$ cat src/rtl/mult_div_unit.sv
// Iterative HI/LO multiply/divide unit: shift-add multiply and restoring divide, one bit per cycle.
// Fixed 34-edge latency from start to result, with flush and MTHI/MTLO support.
module mult_div_unit (
    input  logic        clk,
    input  logic        rst,
    input  logic        start,
    input  logic [1:0]  op,
    input  logic [31:0] rs_data,
    input  logic [31:0] rt_data,
    input  logic        wr_hi,
    input  logic        wr_lo,
    input  logic        flush,
    output logic        busy,
    output logic        done,
    output logic [31:0] hi,
    output logic [31:0] lo
);

    typedef enum logic [1:0] {
        IDLE = 2'd0,
        RUN  = 2'd1,
        FIX  = 2'd2
    } state_t;

    state_t      state_r;
    logic [4:0]  count_r;
    logic [1:0]  op_r;
    logic [31:0] a_r;
    logic [31:0] b_r;
    logic [31:0] raw_a_r;
    logic [63:0] acc_r;
    logic        neg_q_r;
    logic        neg_r_r;
    logic        done_r;
    logic [31:0] hi_r;
    logic [31:0] lo_r;

    logic [32:0] mul_sum_s;
    logic [32:0] rem_sh_s;
    logic [31:0] rem_diff_s;
    logic [31:0] q_sh_s;
    logic [63:0] step_s;
    logic [63:0] prod_s;
    logic [31:0] quot_s;
    logic [31:0] rem_s;
    logic        sgn_a_s;
    logic        sgn_b_s;

    function automatic logic [31:0] mag32(input logic [31:0] v, input logic sgn);
        if (sgn) begin
            mag32 = 32'd0 - v;
        end else begin
            mag32 = v;
        end
    endfunction

    assign busy = (state_r != IDLE);
    assign done = done_r;
    assign hi   = hi_r;
    assign lo   = lo_r;

    // One iteration of the datapath plus the final sign correction terms.
    always_comb begin
        mul_sum_s  = {1'b0, acc_r[63:32]} + {1'b0, a_r};
        rem_sh_s   = acc_r[63:31];
        rem_diff_s = rem_sh_s[31:0] - b_r;
        q_sh_s     = {acc_r[30:0], 1'b0};
        step_s     = acc_r;
        if (op_r[1] == 1'b0) begin
            if (acc_r[0]) begin
                step_s = {mul_sum_s, acc_r[31:1]};
            end else begin
                step_s = {1'b0, acc_r[63:1]};
            end
        end else begin
            // Remainder stays below the divisor, so a failed trial always fits in 32 bits.
            if (rem_sh_s >= {1'b0, b_r}) begin
                step_s = {rem_diff_s, q_sh_s | 32'd1};
            end else begin
                step_s = {rem_sh_s[31:0], q_sh_s};
            end
        end
        prod_s  = neg_q_r ? (64'd0 - acc_r) : acc_r;
        quot_s  = neg_q_r ? (32'd0 - acc_r[31:0]) : acc_r[31:0];
        rem_s   = neg_r_r ? (32'd0 - acc_r[63:32]) : acc_r[63:32];
        sgn_a_s = ~op[0] & rs_data[31];
        sgn_b_s = ~op[0] & rt_data[31];
    end

    // Control FSM, iteration registers and architectural HI/LO.
    always_ff @(posedge clk) begin
        if (rst) begin
            state_r <= IDLE;
            count_r <= 5'd0;
            op_r    <= 2'd0;
            a_r     <= 32'd0;
            b_r     <= 32'd0;
            raw_a_r <= 32'd0;
            acc_r   <= 64'd0;
            neg_q_r <= 1'b0;
            neg_r_r <= 1'b0;
            done_r  <= 1'b0;
            hi_r    <= 32'd0;
            lo_r    <= 32'd0;
        end else if (flush) begin
            state_r <= IDLE;
            done_r  <= 1'b0;
        end else begin
            done_r <= 1'b0;
            case (state_r)
                IDLE: begin
                    if (wr_hi) hi_r <= rs_data;
                    if (wr_lo) lo_r <= rs_data;
                    if (start) begin
                        op_r    <= op;
                        a_r     <= mag32(rs_data, sgn_a_s);
                        b_r     <= mag32(rt_data, sgn_b_s);
                        raw_a_r <= rs_data;
                        neg_q_r <= sgn_a_s ^ sgn_b_s;
                        neg_r_r <= sgn_a_s;
                        acc_r   <= op[1] ? {32'd0, mag32(rs_data, sgn_a_s)}
                                         : {32'd0, mag32(rt_data, sgn_b_s)};
                        count_r <= 5'd0;
                        state_r <= RUN;
                    end
                end
                RUN: begin
                    acc_r   <= step_s;
                    count_r <= count_r + 5'd1;
                    if (count_r == 5'd31) state_r <= FIX;
                end
                FIX: begin
                    if (op_r[1] == 1'b0) begin
                        hi_r <= prod_s[63:32];
                        lo_r <= prod_s[31:0];
                    end else if (b_r == 32'd0) begin
                        hi_r <= raw_a_r;
                        lo_r <= 32'hFFFF_FFFF;
                    end else begin
                        hi_r <= rem_s;
                        lo_r <= quot_s;
                    end
                    done_r  <= 1'b1;
                    state_r <= IDLE;
                end
                default: begin
                    state_r <= IDLE;
                end
            endcase
        end
    end

endmodule
$ cat config.mk
export PLATFORM = sky130hd
export DESIGN_NAME = mult_div_unit
export DESIGN_NICKNAME = d
export VERILOG_FILES = /design/src/rtl/mult_div_unit.sv
export SDC_FILE = /design/constraint.sdc
export NUM_CORES = 1
export LEC_CHECK = 0
export ABC_AREA = 1
export BUFFER_PORTS_ARGS = -buffer_cell sky130_fd_sc_hd__buf_2
export CAP_MARGIN = 15
export CELL_PAD_IN_SITES_DETAIL_PLACEMENT = 1
export CELL_PAD_IN_SITES_GLOBAL_PLACEMENT = 2
export CORE_UTILIZATION = 33
export CTS_CLUSTER_DIAMETER = 40
export DETAILED_ROUTE_END_ITERATION = 8
export PLACE_DENSITY = 0.93
export SETUP_SLACK_MARGIN = 0.05
export SYNTH_ARGS = -nofsm -noshare
export SYNTH_HDL_FRONTEND = slang
export SYNTH_SLANG_ARGS = --single-unit
$ cat constraint.sdc
create_clock -name clk -period 3.4 [get_ports clk]
set_clock_uncertainty 0.15 [all_clocks]
set_input_delay 0.68 -clock clk [delete_from_list [all_inputs] [get_ports clk]]
set_output_delay 0.68 -clock clk [all_outputs]
set_load 0.005 [all_outputs]
==> results of run 1 <==
## metrics by stage
step           utilization, %  cells  setup slack (ps)  instance area [sq um]
3_5_place_dp             36.6   4575               331                  22700
6_report                 39.3   4668               330                  24400
5_1_grt                  39.3   4667               148                  24400
3_3_place_gp             36.6   4575               403                  22700
4_1_cts                  39.3   4667               411                  24400
2_1_floorplan               -   3658              1040                  20800
## worst min-delay path by stage
| stage | startpoint | end | slack [ps] | cells past startpoint |
|---|---|---|---|---|
| final | rs_data[25] | a_r[25] | 270 | 3 |
| after global routing | rt_data[23] | b_r[23] | 290 | 3 |
| after CTS | rt_data[17] | b_r[17] | 250 | 3 |
| after detailed placement | raw_a_r[11] | raw_a_r[11] | 290 | 2 |
| after global placement | raw_a_r[5] | raw_a_r[5] | 290 | 2 |
| after floorplan | raw_a_r[11] | raw_a_r[11] | 270 | 2 |
## worst max-delay path, cell delays in order (launching register included)
cell and delay, ps:
dfxtp_1 310, inv_1 160, ha_1 420, nand2_1 180
nor2_1 290, nand2_1 80, nor2_1 100, nand3b_1 160
clkinv_1 120, nor2_4 60, nand2_8 160, nand2_4 160
inv_1 310, nand2_1 120, nand3_1 100, a21oi_1 60
## per-layer routing
layer	track usage (%)	vias to the layer above	routed length [um]	part of all wire, %
li1	-	12100	-	-
met1	44.6	12400	47700	43
met2	53.2	1019	48200	44
met3	5.46	257	7860	7.1
met4	17.3	0	6350	5.8
met5	0	-	0	0
## logic make-up after synthesis
| kind of cell | Yosys count |
|---|---|
| adders and majority gates | 72 |
| and+or+nand+nor | 1957 |
| xor gates and xnor gates | 106 |
| DFF | 234 |
| AOI/OAI and AO/OA | 656 |
| buffers and inverters | 633 |
## registers in the layout, summed over array words and instances (netlist names), 2 cells and up
register / cells
hi: 32
state_r: 2
count_r: 5
b_r: 32
lo: 32
acc_r: 64
a_r: 32
raw_a_r: 31
## power by group through the flow
| stage | clock (uW) | sequential (uW) | combinational, uW |
|---|---|---|---|
| after detailed placement | 0 | 3100 | 2330 |
| after global routing | 5090 | 3060 | 2580 |
| after CTS | 4960 | 3050 | 2350 |
| after floorplan | 0 | 3040 | 1420 |
| after global placement | 0 | 3100 | 2310 |
| final | 4940 | 3060 | 2410 |
## layout make-up
type / count / area [sq um] / area share, %
diodes: 1 / 2.50 / 0.0103
clock buffers: 55 / 1320 / 5.43
clock inverters: 37 / 368 / 1.51
inverters: 484 / 1820 / 7.46
multi-input cells: 2791 / 13700 / 56.1
flip-flops and latches: 234 / 4690 / 19.2
well taps: 837 / 1050 / 4.30
repair buffers: 229 / 1440 / 5.91
## Yosys cell counts, types with 18 or more instances
master / instances
a21oi_1: 239
a31oi_1: 45
buf_1: 18
buf_2: 22
clkbuf_1: 102
dfxtp_1: 234
ha_1: 70
inv_1: 470
nand2_1: 1059
nand2_2: 21
nand3_1: 290
nand4_1: 55
nor2_1: 427
nor2_2: 21
nor3_1: 32
o211ai_1: 23
o21ai_0: 275
o22ai_1: 25
xor2_1: 99
==> run_results.csv, run 1 <==
group,metric,value,unit
synthesis,syn-instance-count,3658,
sta,whs,267,ps
cells_and_area,n_fill_cell,8557,
clock_network,cts_tree,"yes",
pwr,power.total,10400,uW
synthesis,synth_compound_area_share,17.1,%
place,dp_hpwl,88700,um
grt,grt_max_degree,97,
clock_network,postCtsSetupBuffers,0,
synthesis,yosys-top-cells-area,"dfxtp_1 (23%), nand2_1 (19%), inv_1 (8.5%)",
pwr,powerDensity,428,nW/um^2
clock_network,worstSkewPairLatency,600,ps
drt,wl,110000,um
sta,fin_crit_sh,90.3,%
sta,relSlewSlack,32.9,%
synthesis,synth-xor-area-share,4.47,%
cells_and_area,drive_above_1_share,10.7,%
pwr,max-vdd-ir-drop,387,uV
drt,ant_nets,0,
synthesis,syn_avg_cell_area,5.68,sq um
sta,rsz0062_at_grt,"no",
worst_setup_path,critPathMaxFanout,16,
worst_setup_path,r2r_start,"b_r[6]",
clock_network,cts-htree-levels,2,
clock_network,clkTransAtPathRegs,60,ps
place,globalplace.congestion,1.03,
pwr,p_sw,3810,uW
synthesis,syn_area,20800,sq um
synthesis,ys_types,50,
drt,wl_per_cell,23.6,um
pwr,p_comb_share,23.2,%
worst_setup_path,crit_start,"b_r[6]",
grt,grt_pass1_wl,161000,um
run_status,outcome,"finished clean",
pwr,seqPwrFrac,29.4,%
floorplanning,io_pins,138,
sta,drv_slew,0,
synthesis,yosys.area.top_type,"dfxtp_1",
floorplanning,die_area,64000,sq um
worst_setup_path,r2r_setup_slack,330,ps
synthesis,synth_warnings,0,
cells_and_area,mostFrequentLayoutCell,"nand2_1",
clock_network,numClockSinks,234,
worst_setup_path,cp-start-kind,"register",
cells_and_area,area_growth,17.2,%
floorplanning,die_width,253,um
drt,remaining_drc_errors,0,
clock_network,cts_buffers,50,
synthesis,yosys_register_bits,234,
cells_and_area,most-common-layout-cells,"nand2_1 (1059), inv_1 (468), nor2_1 (424)",
place,io_buffer_count,137,
synthesis,synth_top_flop_cell,"dfxtp_1",
synthesis,synth.top_cell.area_share,22.5,%
worst_setup_path,crit_type,"reg2reg",
synthesis,ys_async_sr_fraction,0,%
clock_network,clock-root-buffer,"clkbuf_16",
synthesis,ys_seq_area_share,22.5,%
worst_setup_path,arrival,3370,ps
floorplanning,num_rows,91,
grt,track_usage,33.9,%
clock_network,cts_resized,0,
sta,period_needed,3070,ps
drt,dr.pass1.iters,5,
pwr,p_leak,0.0119,uW
pwr,pwr-share-clk,47.5,%
floorplanning,core_area,61900,sq um
sta,finalHoldViolCount,0,
grt,antenna_found_initial,2,
worst_setup_path,crit_required,3700,ps
synthesis,synthAdderAreaFrac,4.41,%
worst_setup_path,r2r_cells,15,
synthesis,muxShareOfSynthArea,0,%
drt,vias,25700,
synthesis,synth_nets,3802,
pwr,intPower,6600,uW
synthesis,synth-edff-count,0,
worst_setup_path,reg2reg_to,"acc_r[56]",
grt,first_global_vias,25000,
sta,tns,0,ps
cells_and_area,finalNetCount,3934,
drt,drt_iter0_markers,2326,
grt,grt_overflow,0,
floorplanning,start_util,33.5,%
synthesis,yosys.area_share.simple,39.7,%
sta,setup_viol,0,
sta,max_slew.worst_pin.slew,1010,ps
drt,vias_per_cell,5.51,
pwr,swShare,36.6,%
worst_setup_path,critPathCapture,"acc_r[56]",
floorplanning,die_h,253,um
clock_network,clockBufferDepth,3,
clock_network,cts_hold_repair.buffers,0,
synthesis,synth_top_family_by_area,"simple AND/OR/NAND/NOR gates",
min_path,hp-class,"in2reg",
sta,fmax,0.326,GHz
worst_setup_path,critical_path.endpoint_type,"register",
run,maxCapViolations,0,
Power figures use the tool's default switching activity.
==> inputs of run 2 (changes only) <==
--- a/config.mk
+++ b/config.mk
@@ -11,6 +11,7 @@
 export CELL_PAD_IN_SITES_DETAIL_PLACEMENT = 1
 export CELL_PAD_IN_SITES_GLOBAL_PLACEMENT = 2
 export CORE_UTILIZATION = 33
+export CTS_BUF_LIST = sky130_fd_sc_hd__clkbuf_8 sky130_fd_sc_hd__clkbuf_16
 export CTS_CLUSTER_DIAMETER = 40
 export DETAILED_ROUTE_END_ITERATION = 8
 export PLACE_DENSITY = 0.93
==> run 2 against run 1 <==
  * Largest power group unchanged
  * Non-clock buffer count unchanged
  * Critical endpoint unchanged
  * Count of clock-buffer cells in the layout decreased by 1
  * Worst setup slack got worse by 5.3 ps
  * Fmax decreased by 0.17%
  * Critical path depth unchanged
  * Final area unchanged
  * Sequential power about the same
  * Critical path type unchanged
  * First-iteration DRC count unchanged
==> run_results.csv, run 2 (synthesized netlist as in run 1, its figures left out) <==
group,metric,value,unit
run_status,outcome,"finished clean",
floorplanning,core_area,61900,sq um
cells_and_area,drive_above_1_share,10.7,%
grt,antenna_found_initial,2,
pwr,max-vdd-ir-drop,387,uV
drt,wl_per_cell,23.6,um
floorplanning,die_area,64000,sq um
cells_and_area,regMostFlops,"acc_r",
sta,max_slew.worst_pin.slew,1010,ps
run,maxCapViolations,0,
grt,track_usage,33.9,%
worst_setup_path,r2r_setup_slack,320,ps
worst_setup_path,r2r_cells,15,
drt,dr.pass1.iters,5,
min_path,hp-class,"in2reg",
floorplanning,start_util,33.5,%
grt,grt_overflow,0,
drt,vias_per_cell,5.51,
worst_setup_path,slowest_delay,420,ps
sta,period_needed,3080,ps
cells_and_area,final_cells,4668,
drt,vias,25700,
grt,grt_pass1_wl,161000,um
pwr,powerDensity,427,nW/um^2
place,dp_hpwl,88700,um
sta,tns,0,ps
clock_network,postCtsSetupBuffers,0,
grt,grt_max_degree,97,
cells_and_area,finalNetCount,3934,
floorplanning,num_rows,91,
grt,first_global_vias,25000,
worst_setup_path,cp_num_buf_inv,3,
clock_network,cts_tree,"yes",
place,globalplace.congestion,1.03,
clock_network,cts_buffers,50,
drt,ant_nets,0,
clock_network,clockBufferDepth,3,
place,io_buffer_count,137,
pwr,p_leak,0.0119,uW
cells_and_area,largest_reg_flops,64,
worst_setup_path,r2r_start,"b_r[6]",
sta,fin_crit_sh,90.5,%
worst_setup_path,critPathMaxFanout,16,
clock_network,clkTransAtPathRegs,60,ps
worst_setup_path,crit_top_cell,"nand2_1",
clock_network,clock-root-buffer,"clkbuf_16",
drt,remaining_drc_errors,0,
worst_setup_path,cp_cell_sequence,"inv_1, ha_1, nand2_1, nor2_1, nand2_1, nor2_1, nand3b_1, clkinv_1, nor2_4, nand2_8, nand2_4, inv_1, nand2_1, nand3_1, a21oi_1",
worst_setup_path,cp.depth,15,
worst_setup_path,slowest_stage,"ha_1",
clock_network,numClockSinks,234,
sta,relSlewSlack,32.9,%
clock_network,cts_resized,0,
cells_and_area,most-common-layout-cells,"nand2_1 (1059), inv_1 (469), nor2_1 (424)",
sta,setup_viol,0,
clock_network,worstSkewPairLatency,600,ps
drt,drt_iter0_markers,2326,
worst_setup_path,arrival,3370,ps
worst_setup_path,critical_path.endpoint_type,"register",
cells_and_area,area_growth,17.2,%
drt,wl,110000,um
cells_and_area,n_fill_cell,8557,
cells_and_area,mostFrequentLayoutCell,"nand2_1",
worst_setup_path,critPathCapture,"acc_r[56]",
worst_setup_path,reg2reg_to,"acc_r[56]",
worst_setup_path,cp-start-kind,"register",
place,numPlacedInstances,4575,
sta,finalHoldViolCount,0,
worst_setup_path,crit_type,"reg2reg",
sta,rsz0062_at_grt,"no",
floorplanning,die_h,253,um
clock_network,cts_hold_repair.buffers,0,
sta,drv_slew,0,
floorplanning,die_width,253,um
clock_network,cts-htree-levels,2,
worst_setup_path,crit_required,3700,ps
sta,fmax,0.325,GHz
worst_setup_path,critical-path-top-delay-family,"simple AND/OR/NAND/NOR gates",
floorplanning,io_pins,138,
worst_setup_path,crit_start,"b_r[6]",
run 2: layout make-up:
| class | count | area (sq um) | share of cell area (%) |
|---|---|---|---|
| antenna | 1 | 2.50 | 0.0103 |
| multi-input combinational | 2791 | 13700 | 56.1 |
| timing repair buffer | 229 | 1440 | 5.91 |
| clock buffer | 54 | 1320 | 5.41 |
| tap | 837 | 1050 | 4.30 |
| clock inverter | 38 | 372 | 1.53 |
| sequential | 234 | 4690 | 19.2 |
| inverter | 484 | 1820 | 7.46 |
run 2: report_power, final:
part	total, uW	switching, uW	internal, uW
clock	4940	1920	3030
combinational	2410	1740	667
sequential	3060	152	2900
run 2: layer usage:
metal  GRT usage, %  up-vias  share of wire (%)
met2           53.2     1017                 44
met4           17.3        0                5.7
met1           44.6    12400                 43
met3           5.46      257                7.2
met5              0        -                  0
li1               -    12100                  -
run 2: worst min-delay path by stage:
stage	startpoint	end	slack [ps]	depth (start not counted)
detailed placement	raw_a_r[11]	raw_a_r[11]	290	2
floorplan	raw_a_r[11]	raw_a_r[11]	270	2
finish	rs_data[25]	a_r[25]	270	3
global placement	raw_a_r[5]	raw_a_r[5]	290	2
CTS	rt_data[17]	b_r[17]	250	3
global route	rt_data[23]	b_r[23]	290	3
run 2: tightest hold or removal path: stages:
cell and delay (ps):
buf_2 110, nand2_1 80, a31oi_1 70
run 2: through the flow:
stage / utilization, % / worst slack, ps / power [uW] / hold WS (ps) / cell area (sq um)
final: 39.3 / 325 / 10400 / 267 / 24400
after global routing: 39.3 / 148 / 10700 / 288 / 24400
after CTS: 39.3 / 411 / 10400 / 252 / 24400
after detailed placement: 36.6 / 331 / 5430 / 294 / 22700
after global placement: 36.6 / 403 / 5410 / 288 / 22700
after floorplan: - / 1040 / 4460 / 273 / 20800
==> inputs of run 3 (changes only) <==
--- a/config.mk
+++ b/config.mk
@@ -14,8 +14,10 @@
 export CTS_BUF_LIST = sky130_fd_sc_hd__clkbuf_8 sky130_fd_sc_hd__clkbuf_16
 export CTS_CLUSTER_DIAMETER = 40
 export DETAILED_ROUTE_END_ITERATION = 8
+export MAX_ROUTING_LAYER = met4
 export PLACE_DENSITY = 0.93
 export SETUP_SLACK_MARGIN = 0.05
+export SKIP_CTS_REPAIR_TIMING = 1
 export SYNTH_ARGS = -nofsm -noshare
 export SYNTH_HDL_FRONTEND = slang
 export SYNTH_SLANG_ARGS = --single-unit
==> run 3 against run 2 <==
  * Fmax is 0.91% higher
  * Global-route usage is 0.96 points higher
  * Combinational power hardly changed
  * Routed wire length is 0.29% lower
  * First-iteration DRC count is 1.6% higher
  * Cell count hardly changed
  * Utilization hardly changed
  * Die area stayed put
  * Critical endpoint is now acc_r[47]
==> run_results.csv, run 3 (synthesized netlist as in run 1, its figures left out) <==
group,metric,value,unit
sta,setup_viol,0,
sta,fmax,0.328,GHz
worst_setup_path,arrival,3330,ps
worst_setup_path,crit_required,3690,ps
pwr,pwr-share-clk,47.2,%
clock_network,numClockSinks,234,
worst_setup_path,critPathMaxFanout,16,
grt,first_global_vias,24800,
clock_network,cts_buffers,48,
grt,antenna_found_initial,0,
cells_and_area,finalNetCount,3931,
floorplanning,start_util,33.5,%
cells_and_area,post-route-util,39.4,%
grt,grt_max_degree,77,
worst_setup_path,crit_type,"reg2reg",
drt,drt_iter0_markers,2363,
sta,drv_slew,0,
sta,finalHoldViolCount,0,
sta,max_slew.worst_pin.slew,956,ps
place,io_buffer_count,137,
drt,wl,110000,um
clock_network,clkTransAtPathRegs,50,ps
pwr,p_leak,0.0119,uW
cells_and_area,regMostFlops,"acc_r",
sta,tns,0,ps
cells_and_area,drive_above_1_share,10.6,%
sta,period_needed,3050,ps
sta,rsz0062_at_grt,"no",
grt,grt_overflow,0,
pwr,power.total,10300,uW
grt,grt_pass1_wl,161000,um
floorplanning,die_area,64000,sq um
sta,relSlewSlack,35.6,%
cells_and_area,largest_reg_flops,64,
pwr,p_comb_share,23.1,%
cells_and_area,area_growth,17.3,%
pwr,powerDensity,424,nW/um^2
pwr,swShare,36.5,%
drt,dr.pass1.iters,5,
drt,ant_nets,0,
pwr,max-vdd-ir-drop,398,uV
floorplanning,num_rows,91,
pwr,p_sw,3780,uW
cells_and_area,mostFrequentLayoutCell,"nand2_1",
clock_network,cts_tree,"yes",
clock_network,clock-root-buffer,"clkbuf_16",
sta,fin_crit_sh,89.6,%
drt,vias_per_cell,5.53,
grt,track_usage,34.9,%
floorplanning,die_h,253,um
min_path,hp-class,"in2reg",
cells_and_area,most-common-layout-cells,"nand2_1 (1059), inv_1 (470), nor2_1 (424)",
floorplanning,die_width,253,um
floorplanning,io_pins,138,
place,globalplace.congestion,1.05,
run_status,outcome,"finished clean",
clock_network,cts-htree-levels,2,
pwr,intPower,6560,uW
drt,remaining_drc_errors,0,
place,dp_hpwl,88400,um
worst_setup_path,critical_path.endpoint_type,"register",
run,maxCapViolations,0,
clock_network,clockBufferDepth,3,
worst_setup_path,cp-start-kind,"register",
drt,vias,25800,
clock_network,worstSkewPairLatency,610,ps
pwr,seqPwrFrac,29.7,%
drt,wl_per_cell,23.5,um
floorplanning,core_area,61900,sq um
==> run 3: changes by cell type in the layout (fill, tap and decap cells not counted), sizes merged <==
cell	change
buf	-1
bufinv	+1
clkbuf	-1
clkinv	+3
clkinvlp	-1
inv	-4
==> run 3: layout make-up <==
| cell class | instances | area (sq um) |
|---|---|---|
| repair buffers | 228 | 1480 |
| diodes | 1 | 2.50 |
| clock inverters | 37 | 397 |
| flip-flops and latches | 234 | 4690 |
| multi-input cells | 2791 | 13700 |
| fillers | 8550 | 37600 |
| clock buffers | 53 | 1270 |
| inverters | 484 | 1820 |
| well taps | 837 | 1050 |
==> run 3: critical path, stage by stage, from the launching register on <==
cell	delay [ps]
dfxtp_1	650
ha_1	390
nand2_1	90
nand2_1	70
nand2_1	80
nand2_1	80
nand2_1	80
nand2_1	110
inv_1	110
nand2_2	90
nand2_4	170
nand2_8	170
nor2_8	250
buf_4	210
nand2_1	60
nand3_1	100
a21oi_2	50
==> run 3: final timing paths <==
kind,slack (ps),start,to,depth (start not counted)
max,350,acc_r[41],acc_r[47],16
min,240,rs_data[25],a_r[25],3
max reg2reg,350,acc_r[41],acc_r[47],16
min reg2reg,310,raw_a_r[11],raw_a_r[11],2
==> run 3: metal layers <==
layer | vias to the layer above | routed length [um] | track usage, %
met3 | 232 | 8320 | 4.36
met1 | 12400 | 47500 | 45.6
li1 | 12100 | - | -
met5 | - | 0 | -
met4 | 0 | 5770 | 16.3
met2 | 1073 | 48200 | 53.1
==> run 3: power by group through the flow <==
| stage | Combinational (uW) | Clock [uW] | Sequential [uW] |
|---|---|---|---|
| floorplan | 1420 | 0 | 3040 |
| global placement | 2300 | 0 | 3110 |
| detailed placement | 2310 | 0 | 3120 |
| CTS | 2330 | 4910 | 3060 |
| global route | 2570 | 5030 | 3080 |
| finish | 2390 | 4880 | 3070 |
==> run 3: metrics by stage <==
stage	cell area [sq um]	hold WS, ps	setup WS, ps	instances
final	24400	242	352	4665
after global routing	24400	272	202	4664
after global placement	22700	288	359	4574
after detailed placement	22700	295	302	4574
after CTS	24400	232	394	4664
after floorplan	20800	273	1040	3658
